### src/rtl/if_pkg.sv
// rtl/if_pkg.sv - shared constants and types for the fetch stage
package if_pkg;

    localparam logic [31:0] PC_RESET_DEFAULT  = 32'h0000_3000;
    localparam logic [31:0] NOP_INSTR_DEFAULT = 32'h0000_0000;

    // Legal instruction-text window, inclusive on both ends.
    localparam logic [31:0] TEXT_LO = 32'h0000_3000;
    localparam logic [31:0] TEXT_HI = 32'h0000_6FFC;

    typedef enum logic {
        REQ  = 1'b0,
        WAIT = 1'b1
    } fetch_state_t;

endpackage

### src/rtl/if_id_reg.sv
// rtl/if_id_reg.sv - IF/ID pipeline register with load, bubble and hold
//
// Ports:
//   clk, reset            rising-edge clock, synchronous active-high reset
//   load                  capture instr_in/pc_in/pc_plus4_in, mark valid
//   bubble                replace instruction with NOP and mark invalid; PCs held
//   instr_in, pc_in, pc_plus4_in   values loaded on load
//   exc_in, d_exc         address-error flag (only with IF_ADEL_CHECK_EN)
//   d_instr, d_pc, d_pc_plus4, d_valid   register contents
// Neither load nor bubble holds every field.
module if_id_reg import if_pkg::*; #(
    parameter logic [31:0] NOP_INSTR = NOP_INSTR_DEFAULT
) (
    input  logic        clk,
    input  logic        reset,
    input  logic        load,
    input  logic        bubble,
    input  logic [31:0] instr_in,
    input  logic [31:0] pc_in,
    input  logic [31:0] pc_plus4_in,
`ifdef IF_ADEL_CHECK_EN
    input  logic        exc_in,
    output logic        d_exc,
`endif
    output logic [31:0] d_instr,
    output logic [31:0] d_pc,
    output logic [31:0] d_pc_plus4,
    output logic        d_valid
);

    always_ff @(posedge clk) begin
        if (reset) begin
            d_instr    <= NOP_INSTR;
            d_pc       <= '0;
            d_pc_plus4 <= '0;
            d_valid    <= 1'b0;
`ifdef IF_ADEL_CHECK_EN
            d_exc      <= 1'b0;
`endif
        end else if (load) begin
            d_instr    <= instr_in;
            d_pc       <= pc_in;
            d_pc_plus4 <= pc_plus4_in;
            d_valid    <= 1'b1;
`ifdef IF_ADEL_CHECK_EN
            d_exc      <= exc_in;
`endif
        end else if (bubble) begin
            d_instr    <= NOP_INSTR;
            d_valid    <= 1'b0;
`ifdef IF_ADEL_CHECK_EN
            d_exc      <= 1'b0;
`endif
        end
    end

endmodule

### src/rtl/if_stage.sv
// rtl/if_stage.sv - instruction fetch stage with PC, skid buffer, redirect and IF/ID register
//
// Optional feature macro: IF_ADEL_CHECK_EN (adds D_ExcAdEL, address-error check on PC).
//
// Ports:
//   clk, reset            rising-edge clock, synchronous active-high reset
//   NPC_in                next PC from npc, meaningful while D_Valid=1
//   stall                 hazard stall, freezes PC and IF/ID
//   imem_req, imem_addr   fetch request and word address
//   imem_rdata, imem_ready   returned instruction and completion strobe
//   F_Busy                fetch is waiting on memory
//   D_Instr, D_PC, D_PCplus4, D_Valid   IF/ID contents toward decode
//   D_ExcAdEL             fetch address error (IF_ADEL_CHECK_EN only)
module if_stage import if_pkg::*; #(
    parameter logic [31:0] PC_RESET  = PC_RESET_DEFAULT,
    parameter logic [31:0] NOP_INSTR = NOP_INSTR_DEFAULT
) (
    input  logic        clk,
    input  logic        reset,
    input  logic [31:0] NPC_in,
    input  logic        stall,
    output logic        imem_req,
    output logic [31:0] imem_addr,
    input  logic [31:0] imem_rdata,
    input  logic        imem_ready,
    output logic        F_Busy,
`ifdef IF_ADEL_CHECK_EN
    output logic        D_ExcAdEL,
`endif
    output logic [31:0] D_Instr,
    output logic [31:0] D_PC,
    output logic [31:0] D_PCplus4,
    output logic        D_Valid
);

    fetch_state_t state;
    logic [31:0]  pc;
    logic [31:0]  buf_instr;
    logic         buf_valid;
    logic [31:0]  redir_pc;
    logic         redir_valid;

    logic         adel;
    logic         fetched;
    logic         advance;
    logic         bubble;
    logic         skid_capture;
    logic [31:0]  pc_plus4;
    logic [31:0]  pc_next;
    logic [31:0]  instr_sel;

    assign pc_plus4 = pc + 32'd4;

`ifdef IF_ADEL_CHECK_EN
    assign adel      = (pc[1:0] != 2'b00) || (pc < TEXT_LO) || (pc > TEXT_HI);
    assign imem_addr = pc;
`else
    assign adel      = 1'b0;
    assign imem_addr = {pc[31:2], 2'b00};
`endif

    // Both FSM states keep the request up; only a full skid buffer or a
    // faulting PC suppresses it.
    assign imem_req = !buf_valid && !adel;

    // A faulting PC counts as fetched so the NOP/exception flows into D.
    assign fetched      = buf_valid || imem_ready || adel;
    assign advance      = fetched && !stall;
    assign bubble       = !fetched && !stall;
    assign skid_capture = stall && imem_ready && !buf_valid && !adel;

    assign F_Busy = ((state == WAIT) || imem_req) && !imem_ready && !buf_valid;

    assign instr_sel = adel      ? NOP_INSTR :
                       buf_valid ? buf_instr : imem_rdata;

    // A pending redirect wins: it is the branch target that left D while
    // the delay slot was still waiting on memory.
    assign pc_next = redir_valid ? redir_pc :
                     D_Valid     ? NPC_in   : pc_plus4;

    always_ff @(posedge clk) begin
        if (reset) begin
            pc          <= PC_RESET;
            state       <= REQ;
            buf_instr   <= '0;
            buf_valid   <= 1'b0;
            redir_pc    <= '0;
            redir_valid <= 1'b0;
        end else begin
            if (advance) begin
                pc          <= pc_next;
                buf_valid   <= 1'b0;
                redir_valid <= 1'b0;
            end else if (bubble) begin
                // D is about to become a bubble; keep its NPC so it is not lost.
                if (D_Valid && !redir_valid) begin
                    redir_pc    <= NPC_in;
                    redir_valid <= 1'b1;
                end
            end else if (skid_capture) begin
                buf_instr <= imem_rdata;
                buf_valid <= 1'b1;
            end

            case (state)
                REQ:     if (!imem_ready && !buf_valid && !adel) state <= WAIT;
                WAIT:    if (imem_ready) state <= REQ;
                default: state <= REQ;
            endcase
        end
    end

    if_id_reg #(
        .NOP_INSTR (NOP_INSTR)
    ) u_if_id (
        .clk         (clk),
        .reset       (reset),
        .load        (advance),
        .bubble      (bubble),
        .instr_in    (instr_sel),
        .pc_in       (pc),
        .pc_plus4_in (pc_plus4),
`ifdef IF_ADEL_CHECK_EN
        .exc_in      (adel),
        .d_exc       (D_ExcAdEL),
`endif
        .d_instr     (D_Instr),
        .d_pc        (D_PC),
        .d_pc_plus4  (D_PCplus4),
        .d_valid     (D_Valid)
    );

endmodule

### config.mk
export PLATFORM = sky130hd
export DESIGN_NAME = if_stage
export DESIGN_NICKNAME = d
export VERILOG_FILES = /design/src/rtl/if_pkg.sv /design/src/rtl/if_id_reg.sv /design/src/rtl/if_stage.sv
export SDC_FILE = /design/constraint.sdc
export NUM_CORES = 1
export LEC_CHECK = 0
export ABC_AREA = 1
export CAP_MARGIN = 10
export CORE_MARGIN = 8
export CORE_UTILIZATION = 56
export CTS_BUF_LIST = sky130_fd_sc_hd__clkbuf_8
export DETAILED_ROUTE_END_ITERATION = 10
export PLACE_DENSITY = 0.95
export SYNTH_ARGS = -nofsm -noshare
export SYNTH_HDL_FRONTEND = slang
export SYNTH_HIERARCHICAL = 1
export SYNTH_SLANG_ARGS = --single-unit
### constraint.sdc
create_clock -name clk -period 3.8 [get_ports clk]
set_clock_uncertainty 0.05 [all_clocks]
set_input_delay 0.76 -clock clk [delete_from_list [all_inputs] [get_ports clk]]
set_output_delay 0.76 -clock clk [all_outputs]
set_load 0.02 [all_outputs]
==> impl_metrics.tcl <==
set metrics [dict create \
    cts_buffers 17 \
    crit_chain "clkdlybuf4s50_1 > nor2_1 > clkdlybuf4s50_1" \
    cp.required_ns 2.99 \
    first_iter_violations 768 \
    hold_path_class "flip-flop to flip-flop" \
    slew_headroom_pct 21.8 \
    fin_nets 1405 \
    cpPeakStageDelay_ns 0.70 \
    core_area_um2 15700 \
    tritoncts "built" \
    powerDensity_nw_per_um2 386 \
    crit_fanout 3 \
    clock_latency_ns 0.48 \
    io_buffers 196 \
    layout_common_cells "nand2_1 (391), dfxtp_1 (195), clkdlybuf4s50_1 (195), nor2_1 (154), a21oi_1 (115)" \
    tightest_slew_ns 1.17 \
    die_w_um 142 \
    syn_area_um2 8880 \
    die-area_um2 20100 \
    critPathKind "input port to output pin" \
    period_minus_slack_ns 3.00 \
    slew_violations 0 \
    n_fill_cell 1258 \
    status "completed" \
    cp-endpoint "F_Busy" \
    postCtsSetupRepairBufs 0 \
    wl_per_cell_um 16.0 \
    postCtsHoldBufs 0 \
    p_sw_share_pct 30.0 \
    rows 46 \
    end_kind "output pin" \
    num_io_pins 199 \
    cp_common_cell "clkdlybuf4s50_1" \
    avgSynthCellArea_um2 7.31 \
    r2r-end "buf_instr[14]" \
    seqPwrFrac_pct 53.0 \
    internal-power_uw 2960 \
    vias 8438 \
    layout-drive-gt1-share_pct 8.45 \
    cp_top_family "buffers and inverters" \
    reg2regPathDepth 7 \
    cp_slowest_cell "clkdlybuf4s50_1" \
    path_clk_slew_ns 0.09 \
    worstPathBufferInverterCount 2 \
    timing.rr.start "buf_valid" \
    crit_start "imem_ready" \
    cp_num_cells 3 \
    diodes 0 \
    grt_antenna_before_repair 1 \
    rsz0062_at_grt "no" \
    totalPowerFinal_uw 4220 \
    first_pass_iters 5 \
    layout_commonest_cell "nand2_1" \
    synthCells 1215 \
    gp_congestion 0.890 \
    cts.path.max_buffers 2 \
    vdd_drop_max_mv 0.201 \
    timing.fmax_mhz 333 \
    ant_nets 0 \
    synth_cell_types 33 \
    p_sw_uw 1270 \
    wirelength_um 25100 \
    start_kind "input port" \
    grt_pass1_wl_um 39800 \
    clock-sinks 195 \
    ys_ff_latch 195 \
    die_y_um 142 \
    final-hold-violation-count 0 \
    initial_core_util_pct 56.5 \
    htree_levels 4 \
    viasPerCell 5.39 \
    fin_crit_sh_pct 78.9 \
    ys_seq_area_share_pct 44.0 \
    comb_power_share_pct 16.6 \
    p_clk_share_pct 30.4 \
    ff_latch_area_um2 3900 \
    grt_pass1_vias 8051 \
    fin_setup_tns_ns 0 \
    clockRootBuffer "clkbuf_8" \
    drc 0 \
    cap_violations 0 \
    post-route-util_pct 69.6 \
    synth_warnings 6 \
    p_leak_uw 0.00412 \
    rrSetupSlack_ns 1.27 \
    grt_max_degree 66 \
    track_usage_pct 24.5 \
    gr-total-overflow 0 \
    arrival_ns 2.19 \
    areaGrowthSynthToFinish_pct 23.1 \
    post_cts_resized 0 \
    dpl.hpwl_um 17400 \
    setup_violations 0 \
    multi_input_area_um2 4220 \
]
worst register-to-register path: cells and delay by family (launching register included):
family / cells / cell delay (ns)
AND/OR/NAND/NOR: 3 / 0.42
buffers and inverters: 4 / 1.56
flip-flops: 1 / 0.46
through the flow:
stage	setup slack [ns]	hold slack (ns)	instance area, µm²	std cells
6_report	0.800	0.404	10900	1565
5_1_grt	0.740	0.433	10900	1565
4_1_cts	0.811	0.408	10900	1565
3_5_place_dp	0.760	0.394	10600	1533
3_3_place_gp	0.901	0.386	10600	1533
2_1_floorplan	1.58	0.374	8880	1216
layer usage:
| metal | wire length (µm) | GRT usage, % |
|---|---|---|
| met1 | 10100 | 28.9 |
| met5 | 13 | 0 |
| met3 | 2580 | 7.66 |
| met4 | 686 | 11.0 |
| met2 | 11700 | 40.2 |
worst min path at each step:
stage / startpoint / end / slack (ns) / cells after the start
after floorplan: redir_pc[12] / redir_pc[12] / 0.37 / 2
after global placement: redir_pc[13] / redir_pc[13] / 0.39 / 2
after detailed placement: redir_pc[13] / redir_pc[13] / 0.39 / 2
after CTS: redir_pc[13] / redir_pc[13] / 0.41 / 2
after global routing: u_if_id/d_pc[29] / u_if_id/d_pc[29] / 0.43 / 2
final: redir_pc[13] / redir_pc[13] / 0.40 / 2
flip-flops by register name (all words and copies together), names as in the netlist:
name	flops
u_if_id/d_pc_plus4	32
buf_instr	32
redir_valid	1
redir_pc	32
buf_valid	1
u_if_id/d_pc	32
pc	32
u_if_id/d_valid	1
u_if_id/d_instr	32
cells in the mapped netlist:
| master | number | share of area, % |
|---|---|---|
| nand2_1 | 391 | 17 |
| dfxtp_1 | 195 | 44 |
| nor2_1 | 156 | 6.6 |
| a21oi_1 | 115 | 6.5 |
| o21ai_0 | 94 | 5.3 |
| buf_4 | 36 | 3.0 |
| clkbuf_1 | 35 | 1.5 |
| inv_1 | 27 | 1.1 |
| buf_2 | 26 | 1.5 |
| a21oi_2 | 20 | 2.0 |
| a221oi_1 | 19 | 1.9 |
| nand2_2 | 16 | 1.1 |
| buf_6 | 11 | 1.4 |
| nand3_1 | 10 | 0.56 |
| nand3b_1 | 7 | 0.59 |
| xor2_2 | 7 | 1.3 |
| a31oi_1 | 6 | 0.42 |
| nor2_4 | 6 | 0.76 |
| nor2_2 | 5 | 0.35 |
| nor2_8 | 5 | 1.1 |
| xnor2_1 | 5 | 0.49 |
| a22oi_1 | 4 | 0.34 |
| and2_1 | 4 | 0.28 |
| inv_2 | 3 | 0.13 |
| xor2_1 | 3 | 0.30 |
| nand2_4 | 2 | 0.25 |
| a211oi_1 | 1 | 0.085 |
| conb_1 | 1 | 0.042 |
| ha_1 | 1 | 0.14 |
| nand2_8 | 1 | 0.23 |
| nand4_1 | 1 | 0.071 |
| nor3_2 | 1 | 0.11 |
| o21ai_1 | 1 | 0.056 |
power groups by stage:
stage,Combinational [µW],Sequential (µW),Clock (µW)
global route,766,2250,1390
detailed placement,700,2280,0
global placement,682,2280,0
CTS,703,2230,1310
finish,703,2240,1280
floorplan,410,2300,0
area by class of cell:
type	count	share of cell area [%]
multi-input combinational	883	38.6
inverter	30	1.03
clock buffer	17	2.14
timing repair buffer	209	18.8
clock inverter	15	1.24
tap	216	2.47
sequential	195	35.7
cells by family after synthesis:
kind of cell / after synthesis / share of synthesized area, %
compound gates: 260 / 16.5
xor+xnor: 15 / 2.07
fa+ha+maj: 1 / 0.141
buf+inv: 138 / 8.65
flops: 195 / 44.0
other cells: 1 / 0.0422
simple gates: 605 / 28.6
Power figures use the tool's default switching activity.
